===== src/rtl/spi_slave_pkg.sv =====
`default_nettype none
// ============================================================================
// Module   : spi_slave_pkg
// Purpose  : Shared state encodings, command codes and sizing helper for the
//            parametrised SPI slave and its tx shifter.
// Revision : 1.0 - initial parametrised release
// ============================================================================
package spi_slave_pkg;

    typedef enum logic [2:0] {
        IDLE      = 3'b000,
        READ_DATA = 3'b001,
        READ_ADD  = 3'b011,
        CHK_CMD   = 3'b111,
        WRITE     = 3'b100
    } state_e;

    typedef enum logic [1:0] {
        TX_IDLE  = 2'b00,
        TX_WAIT  = 2'b01,
        TX_SHIFT = 2'b10,
        TX_DONE  = 2'b11
    } tx_state_e;

    localparam logic [1:0] WR_ADDR = 2'b00;
    localparam logic [1:0] WR_DATA = 2'b01;
    localparam logic [1:0] RD_ADDR = 2'b10;
    localparam logic [1:0] RD_DATA = 2'b11;

    // Width of a counter that must hold every value 0..n without wrapping.
    function automatic int cnt_width(input int n);
        return (n < 1) ? 1 : $clog2(n + 1);
    endfunction

endpackage
`default_nettype wire


===== src/rtl/spi_tx_shifter.sv =====
`default_nettype none
// ============================================================================
// Module   : spi_tx_shifter
// Purpose  : Waits for the RAM read word, then drives it MSB-first on MISO.
// Revision : 1.0 - initial parametrised release
// ============================================================================
module spi_tx_shifter
    import spi_slave_pkg::*;
#(
    parameter int DATA_W = 8
) (
    input  logic              clk,
    input  logic              rst,
    input  logic              abort,
    input  logic              start,
    input  logic              tx_valid,
    input  logic [DATA_W-1:0] tx_data,
    output logic              miso
);

    localparam int c_CNT_W = cnt_width(DATA_W);

    tx_state_e          r_state;
    logic [c_CNT_W-1:0] r_cnt;
    logic [DATA_W-1:0]  r_word;

    always_ff @(posedge clk or posedge rst) begin
        if (rst) begin
            r_state <= TX_IDLE;
            r_cnt   <= '0;
            r_word  <= '0;
            miso    <= 1'b0;
        end else if (abort) begin
            // Slave deselected: drop whatever word was in flight.
            r_state <= TX_IDLE;
            r_cnt   <= '0;
            miso    <= 1'b0;
        end else begin
            case (r_state)
                TX_IDLE: begin
                    miso <= 1'b0;
                    if (start) begin
                        r_state <= TX_WAIT;
                    end
                end
                TX_WAIT: begin
                    miso <= 1'b0;
                    if (tx_valid) begin
                        r_word  <= tx_data;
                        r_cnt   <= '0;
                        r_state <= TX_SHIFT;
                    end
                end
                TX_SHIFT: begin
                    miso   <= r_word[DATA_W-1];
                    r_word <= {r_word[DATA_W-2:0], 1'b0};
                    r_cnt  <= r_cnt + c_CNT_W'(1);
                    if (r_cnt == c_CNT_W'(DATA_W - 1)) begin
                        r_state <= TX_DONE;
                    end
                end
                TX_DONE: begin
                    miso <= 1'b0;
                end
                default: begin
                    r_state <= TX_IDLE;
                    miso    <= 1'b0;
                end
            endcase
        end
    end

endmodule
`default_nettype wire


===== src/rtl/spi_slave_param.sv =====
`default_nettype none
// ============================================================================
// Module   : spi_slave_param
// Purpose  : Parametrised SPI slave: deserialises DATA_W+2 bit frames and
//            serialises the RAM read word on MISO after a read-data command.
//            Define SPI_SLAVE_PARITY_EN to append an even parity bit per frame.
// Revision : 1.0 - initial parametrised release
// ============================================================================
module spi_slave_param
    import spi_slave_pkg::*;
#(
    parameter int DATA_W  = 8,
    parameter int FRAME_W = DATA_W + 2
) (
    input  logic               clk,
    input  logic               rst,
    input  logic               SS_n,
    input  logic               MOSI,
    output logic               MISO,
    output logic [FRAME_W-1:0] rx_data,
    output logic               rx_valid,
    input  logic [DATA_W-1:0]  tx_data,
    input  logic               tx_valid,
    output logic               rd_pending
`ifdef SPI_SLAVE_PARITY_EN
    ,
    output logic               parity_err
`endif
);

`ifdef SPI_SLAVE_PARITY_EN
    localparam int c_NBITS = FRAME_W + 1;
`else
    localparam int c_NBITS = FRAME_W;
`endif
    localparam int c_CNT_W = cnt_width(c_NBITS);

    state_e             r_state;
    logic [c_CNT_W-1:0] r_bit_cnt;
    logic [c_NBITS-2:0] r_shift;

    logic [c_NBITS-1:0] w_frame;
    logic [FRAME_W-1:0] w_rx_word;
    logic               w_in_data;
    logic               w_take;
    logic               w_done;
    logic               w_par_ok;
    logic               w_accept;
    logic               w_tx_start;

    // The bit on MOSI this cycle completes the frame when it is the last one.
    assign w_frame   = {r_shift, MOSI};
    assign w_rx_word = w_frame[c_NBITS-1 -: FRAME_W];

    assign w_in_data = (r_state == WRITE) || (r_state == READ_ADD) ||
                       (r_state == READ_DATA);
    assign w_take    = w_in_data && (r_bit_cnt < c_CNT_W'(c_NBITS));
    assign w_done    = w_take && (r_bit_cnt == c_CNT_W'(c_NBITS - 1));

`ifdef SPI_SLAVE_PARITY_EN
    assign w_par_ok  = ~(^w_frame);
`else
    assign w_par_ok  = 1'b1;
`endif

    assign w_accept   = w_done && w_par_ok;
    assign w_tx_start = w_accept && (r_state == READ_DATA);

    always_ff @(posedge clk or posedge rst) begin
        if (rst) begin
            r_state    <= IDLE;
            r_bit_cnt  <= '0;
            r_shift    <= '0;
            rx_data    <= '0;
            rx_valid   <= 1'b0;
            rd_pending <= 1'b0;
`ifdef SPI_SLAVE_PARITY_EN
            parity_err <= 1'b0;
`endif
        end else begin
            rx_valid <= 1'b0;
`ifdef SPI_SLAVE_PARITY_EN
            parity_err <= w_done && !w_par_ok;
`endif
            if (w_accept) begin
                rx_data  <= w_rx_word;
                rx_valid <= 1'b1;
            end

            if (w_accept && (r_state == READ_ADD)) begin
                rd_pending <= 1'b1;
            end else if (w_accept && (r_state == READ_DATA)) begin
                rd_pending <= 1'b0;
            end

            case (r_state)
                IDLE: begin
                    r_bit_cnt <= '0;
                    if (!SS_n) begin
                        r_state <= CHK_CMD;
                    end
                end
                CHK_CMD: begin
                    if (SS_n) begin
                        r_state   <= IDLE;
                        r_bit_cnt <= '0;
                    end else begin
                        r_shift   <= w_frame[c_NBITS-2:0];
                        r_bit_cnt <= c_CNT_W'(1);
                        if (!MOSI) begin
                            r_state <= WRITE;
                        end else if (rd_pending) begin
                            r_state <= READ_DATA;
                        end else begin
                            r_state <= READ_ADD;
                        end
                    end
                end
                WRITE, READ_ADD, READ_DATA: begin
                    if (w_take) begin
                        r_shift   <= w_frame[c_NBITS-2:0];
                        r_bit_cnt <= r_bit_cnt + c_CNT_W'(1);
                    end
                    // A last bit arriving with SS_n high still completes above.
                    if (SS_n) begin
                        r_state   <= IDLE;
                        r_bit_cnt <= '0;
                    end
                end
                default: begin
                    r_state   <= IDLE;
                    r_bit_cnt <= '0;
                end
            endcase
        end
    end

    spi_tx_shifter #(
        .DATA_W (DATA_W)
    ) u_tx_shifter (
        .clk      (clk),
        .rst      (rst),
        .abort    (SS_n),
        .start    (w_tx_start),
        .tx_valid (tx_valid),
        .tx_data  (tx_data),
        .miso     (MISO)
    );

endmodule
`default_nettype wire


===== config.mk =====
export PLATFORM = sky130hd
export DESIGN_NAME = spi_slave_param
export DESIGN_NICKNAME = d
export VERILOG_FILES = /design/src/rtl/spi_slave_pkg.sv /design/src/rtl/spi_tx_shifter.sv /design/src/rtl/spi_slave_param.sv
export SDC_FILE = /design/constraint.sdc
export NUM_CORES = 1
export LEC_CHECK = 0
export ABC_AREA = 1
export BUFFER_PORTS_ARGS = -buffer_cell sky130_fd_sc_hd__buf_2
export CORE_AREA = 2 2 62 64
export DETAILED_ROUTE_END_ITERATION = 10
export DIE_AREA = 0 0 64 66
export GPL_ROUTABILITY_DRIVEN = 0
export PLACE_DENSITY = 0.91
export SLEW_MARGIN = 20
export SYNTH_ARGS = -nofsm -noshare
export SYNTH_HDL_FRONTEND = slang
export SYNTH_SLANG_ARGS = --single-unit

===== constraint.sdc =====
create_clock -name clk -period 3.2 [get_ports clk]
set_input_delay 0.48 -clock clk [delete_from_list [all_inputs] [get_ports clk]]
set_output_delay 0.48 -clock clk [all_outputs]
set_load 0.02 [all_outputs]

==> impl_metrics.csv, run 1 <==
group,metric,value,unit
timing,worst_pin_slew,0.549,ns
die,design.portCount,26,
logic_synthesis,synth_flop_cell,"dfrtp_1",
power_and_ir_drop,power_density,750,mW/mm2
place,io_buffers,25,
place,place_area,0.00222,mm2
logic_synthesis,synth_top_area_share,51.8,%
power_and_ir_drop,p_leak,0.00116,uW
place,dpl.hpwl,2710,um
die,die_w,64,um
finish,antennaDiodeCount,0,
critical_path,rrSetupSlack,1.54,ns
cts,cts-resized-gates,0,
power_and_ir_drop,finalPower,1740,uW
critical_path,cp-start-kind,"flip-flop",
worst_hold_path,hp-class,"in -> async",
logic_synthesis,yosysSeqAreaShare,51.8,%
die,die_area,0.00422,mm2
cts,cts_tree,"yes",
route,vias,1590,
critical_path,reg2reg_from,"u_tx_shifter.r_state[1]",
timing,timing.final.crit_share,51.8,%
timing,max-slew-margin-rel,63.3,%
cts,cts_buffers,5,
grt,antenna_found_initial,0,
critical_path,crit_type,"reg -> reg",
timing,setup_viol,0,
logic_synthesis,synth_nets,255,
route,drt_pass1_iterations,4,
die,core-area,0.00355,mm2
finish,instances_no_fill,311,
route,drt-total-wl,3620,um
cts,htree_num_levels,2,
cts,clockBufferDepth,2,
grt,grt_pass1_vias,1528,
grt,grt_remaining_overflow,0,
logic_synthesis,netlist_area,0.00208,mm2
logic_synthesis,ys_warn_count,0,
logic_synthesis,synth_area_leader_cell,"dfrtp_1",
logic_synthesis,yosys.cell_types.count,27,
timing,finalSetupTns,0,ns
grt,grtUsageTotal,20.0,%
power_and_ir_drop,ir_drop,532,uV
critical_path,cp.arrival,1.90,ns
place,placed_cells,303,
route,wl_per_cell,11.6,um
logic_synthesis,ys_top_cells_by_count,"49 x nand2_1, 43 x dfrtp_1, 35 x inv_1",
logic_synthesis,netlist_instances,235,
grt,grt_max_degree,30,
timing,hold_viol,0,
die,num_rows,22,
timing,post-route-min-period,1.66,ns
critical_path,critPathRequiredTime,3.44,ns
finish,fillers,286,
logic_synthesis,syn_area_per_cell,8.84,um2
cts,cts_sinks,43,
logic_synthesis,synth_edf_count,0,
logic_synthesis,yosysMostFrequentCell,"nand2_1",
critical_path,cp_max_fo,7,
finish,finish.instance_area,0.00232,mm2
timing,finalMaxSlewViolations,0,
route,ant_nets,0,
route,drcViolationCount,0,
finish,layout.nets,282,
grt,grt_first_pass_wirelength,6540,um
critical_path,reg2regPathDepth,11,
cts,root_buffer,"clkbuf_4",
die,start_util,58.5,%
critical_path,critPathLaunch,"u_tx_shifter.r_state[1]",
route,drt_iter0_drc,58,
cts,clk_latency,0.34,ns
die,die_h,66,um
logic_synthesis,synth-seq-cells,43,
timing,fin_skew,0.0111,ns
timing,rsz0062_at_grt,"no",
critical_path,end_kind,"flip-flop",
run,drv_cap,0,
cts,path_clk_slew,0.12,ns
finish,drive_gt1_share,19.0,%
status,status,"finished, final reports clean",
cts,post-cts-setup-buffers,0,
route,drt-vias-per-instance,5.11,
logic_synthesis,async_flop_share,100,%
logic_synthesis,synthTopCellsByArea,"dfrtp_1 52%, nand2_1 8.9%, inv_1 6.3%",
critical_path,regToRegEndpoint,"u_tx_shifter.r_cnt[3]",
cts,cts_hold_buf,0,
finish,area_growth,11.5,%
timing,max_freq,603,MHz
critical path: stages, from the launching register on:
cell     delay, ns
dfrtp_1       0.43
inv_1         0.09
ha_1          0.14
inv_1         0.05
nor2_1        0.23
nand2_1       0.15
o21ai_2       0.11
inv_1         0.14
nand2_1       0.09
nand2_1       0.05
nand2_1       0.05
nor2_1        0.04
where the power goes:
part / switching (uW) / total [uW] / internal, uW
combinational: 372 / 569 / 196
clock: 167 / 411 / 244
sequential: 82.4 / 758 / 675
total: 622 / 1740 / 1120
area by class of cell:
type	count	area (um2)	share of cell area, %
well taps	48	60.1	2.59
clock buffers	6	41.3	1.78
clock inverters	2	60.1	2.59
multi-input cells	148	802	34.6
repair buffers	26	133	5.72
flip-flops and latches	43	1080	46.4
inverters	38	145	6.26
layout by cell type (no fill, tap or decap):
cell       instances
a31oi_1            1
mux2i_1            5
dfrtp_1           43
nand3b_1           2
o211ai_1           1
nor2_4             1
buf_2             25
o21ai_2            7
inv_4              1
nand2_1           49
clkbuf_1           1
nand3_1            8
o31ai_1            1
nor2_2             2
bufinv_16          2
clkbuf_4           5
o21ai_4            1
inv_1             35
o21ai_0           17
ha_1               7
a21oi_1           13
a21boi_0           1
o22ai_1            2
nor3_1             2
o21ai_1            6
nand2_2            3
nand4_1            1
inv_2              2
buf_4              1
nor2_1            18
worst max path at each step:
stage	to	slack, ns
after floorplan	r_bit_cnt[0]	1.72
after global placement	u_tx_shifter.r_cnt[3]	1.62
after detailed placement	u_tx_shifter.r_cnt[3]	1.55
after CTS	u_tx_shifter.r_cnt[3]	1.54
after global routing	u_tx_shifter.r_cnt[3]	1.29
final	u_tx_shifter.r_cnt[3]	1.54
registers in the layout, summed over array words and instances (netlist names):
register,flops
r_bit_cnt,4
u_tx_shifter.r_state,2
r_shift,9
rx_valid,1
rd_pending,1
u_tx_shifter.miso,1
u_tx_shifter.r_word,8
u_tx_shifter.r_cnt,4
rx_data,10
r_state,3
per-stage QoR:
step	util [%]	worst slack (ns)	hold slack (ns)
after floorplan	-	1.72	0.453
after global placement	62.4	1.62	0.461
after detailed placement	62.4	1.55	0.464
after CTS	65.3	1.54	0.167
after global routing	65.3	1.29	0.190
final	65.3	1.54	0.162
kinds of logic after synthesis:
family | synth area share (%)
multiplexers | 2.41
flip-flops | 51.8
buffers and inverters | 9.63
AND/OR/NAND/NOR | 17.6
adder cells (fa/ha/maj) | 4.21
AO/OA/AOI/OAI | 14.4
routing by layer:
metal / GRT usage [%] / wire length [um] / up-vias
met5: 0 / 0 / -
met4: 8.15 / 52 / 0
met3: 4.09 / 153 / 6
met2: 34.2 / 1810 / 40
met1: 24.7 / 1600 / 742
li1: - / - / 802
Note: power is estimated with default switching activity, not from simulation.
==> run 2: changes to the inputs <==
Settings changed: CORE_AREA 2 2 62 64 to 2 2 67 69, DIE_AREA 0 0 64 66 to 0 0 69 71, PLACE_DENSITY 0.91 to 0.83.
Clock period 3.2 ns to 1.35 ns, I/O delays scaled along.
==> impl_metrics.csv, run 2 (synthesis results as in run 1) <==
group,metric,value,unit
timing,hold_viol,0,
timing,post-route-min-period,1.46,ns
cts,htree_num_levels,2,
route,drt-vias-per-instance,5.12,
status,status,"finished with violations",
cts,cts_tree,"yes",
finish,multi_input_area,0.00105,mm2
cts,root_buffer,"clkbuf_8",
finish,drive_gt1_share,44.6,%
timing,timing.final.crit_share,108,%
route,drt_pass1_iterations,5,
worst_hold_path,min_path_cells,3,
cts,clockBufferDepth,2,
power_and_ir_drop,combPwrFrac,46.2,%
finish,antennaDiodeCount,0,
power_and_ir_drop,clkPwrFrac,19.7,%
finish,layout_common_cells,"43 x dfrtp_1, 30 x inv_1, 26 x nand2_1",
finish,finish.instance_area,0.00294,mm2
timing,max_freq,684,MHz
route,drt_iter0_drc,125,
status,violations,"setup timing",
cts,cts_buffers,5,
critical_path,crit_type,"reg -> reg",
timing,max-slew-margin-rel,75.3,%
die,die_h,71,um
grt,grt_max_degree,24,
finish,area_growth,41.4,%
die,num_rows,24,
die,die_area,0.00490,mm2
timing,finalSetupTns,-1.44,ns
grt,grt_first_pass_wirelength,6890,um
power_and_ir_drop,finalPower,5370,uW
cts,path_clk_slew,0.09,ns
route,drt-total-wl,4750,um
grt,grt_remaining_overflow,0,
die,design.portCount,26,
place,io_buffers,25,
die,core-area,0.00420,mm2
worst_hold_path,hp-class,"in -> reg",
die,die_w,69,um
finish,seqCellArea,0.00108,mm2
grt,grtUsageTotal,17.6,%
cts,cts_sinks,43,
finish,largestRegisters,"rx_data: 10 flops, r_shift: 9 flops, u_tx_shifter.r_word: 8 flops",
route,drcViolationCount,0,
finish,final_common_cell,"dfrtp_1",
critical_path,critPathRequiredTime,1.54,ns
finish,layout.nets,313,
timing,rsz0062_at_grt,"yes",
finish,largest_register_ffs,10,
route,wl_per_cell,13.7,um
power_and_ir_drop,internal_power,3340,uW
critical_path,reg2regPathDepth,6,
critical_path,end_kind,"flip-flop",
timing,finalMaxSlewViolations,0,
place,place_area,0.00233,mm2
critical_path,cp_max_fo,10,
timing,worst_pin_slew,0.367,ns
timing,fin_skew,0.00927,ns
power_and_ir_drop,p_switching,2030,uW
power_and_ir_drop,power_density,1830,mW/mm2
timing,layout_setup_ws,-0.112,ns
finish,utilization,69.9,%
critical_path,cp.arrival,1.65,ns
place,dpl.hpwl,2730,um
grt,grt_pass1_vias,1601,
route,vias,1773,
power_and_ir_drop,ir_drop,1180,uV
place,pre_cts_ws,-0.105,ns
grt,antenna_found_initial,0,
finish,fillers,285,
finish,top_register,"rx_data",
power_and_ir_drop,swShare,37.9,%
route,ant_nets,0,
power_and_ir_drop,p_leak,0.00143,uW
critical_path,cp-start-kind,"flip-flop",
power_and_ir_drop,seqPwrFrac,34.2,%
run,drv_cap,0,
die,start_util,49.4,%
cts,clk_latency,0.30,ns
timing,setup_viol,30,
-- run 2: routing by layer --
| metal | global-route usage, % | share of wire [%] | wire length [um] | vias to the layer above |
|---|---|---|---|---|
| li1 | - | - | - | 871 |
| met4 | 6.54 | 2.1 | 102 | 0 |
| met3 | 3.99 | 2.8 | 131 | 12 |
| met1 | 21.5 | 41 | 1950 | 857 |
| met5 | 0 | 0 | 0 | - |
| met2 | 30.4 | 54 | 2560 | 33 |
-- run 2: cell type report --
type | instances | share of cell area, %
Sequential cell | 43 | 36.6
Clock buffer | 5 | 2.34
Clock inverter | 3 | 1.62
Inverter | 38 | 5.02
Timing Repair Buffer | 57 | 16.3
Tap cell | 52 | 2.21
Multi-Input combinational cell | 148 | 35.9
-- run 2: path summary, 6_finish.rpt --
kind	slack [ns]	from	end
setup / recovery	-0.11	u_tx_shifter.r_state[0]	u_tx_shifter.r_word[7]
hold / removal	0.14	tx_data[0]	u_tx_shifter.r_word[0]
setup reg to reg	-0.11	u_tx_shifter.r_state[0]	u_tx_shifter.r_word[7]
hold reg to reg	0.50	rx_data[1]	rx_data[1]
max in group asynchronous	0.64	rst	rx_data[1]
min in group asynchronous	0.48	rst	u_tx_shifter.r_word[5]
-- run 2: metrics by stage --
| stage | instances | hold slack, ns |
|---|---|---|
| final | 346 | 0.139 |
| after CTS | 335 | 0.137 |
| after detailed placement | 320 | 0.263 |
| after global routing | 346 | 0.164 |
| after global placement | 320 | 0.265 |
| after floorplan | 235 | 0.323 |
-- run 2: what timing repair did --
| action | in CTS | in global routing |
|---|---|---|
| pin swaps | 10 | 13 |
| gates resized for setup | 11 | 79 |
| hold endpoints to repair | 43 | 0 |
| gates cloned | 0 | 3 |
| buffers inserted | 6 | 8 |
| hold buffers | 1 | 0 |
| endpoints found under the setup margin | 29 | 36 |
-- run 2: worst max-delay path, cell delays in order (launching register included) --
cell and delay, ns:
dfrtp_1 0.44, inv_2 0.10, buf_12 0.14, ha_4 0.17
buf_6 0.15, o21ai_0 0.25, a21oi_2 0.10
-- run 2: power groups by stage --
stage / sequential, uW / combinational [uW] / clock [uW]
floorplan: 1780 / 1160 / 0
global placement: 1790 / 1420 / 0
detailed placement: 1800 / 1470 / 0
CTS: 1790 / 1700 / 1080
global route: 1870 / 2740 / 1120
finish: 1840 / 2480 / 1060
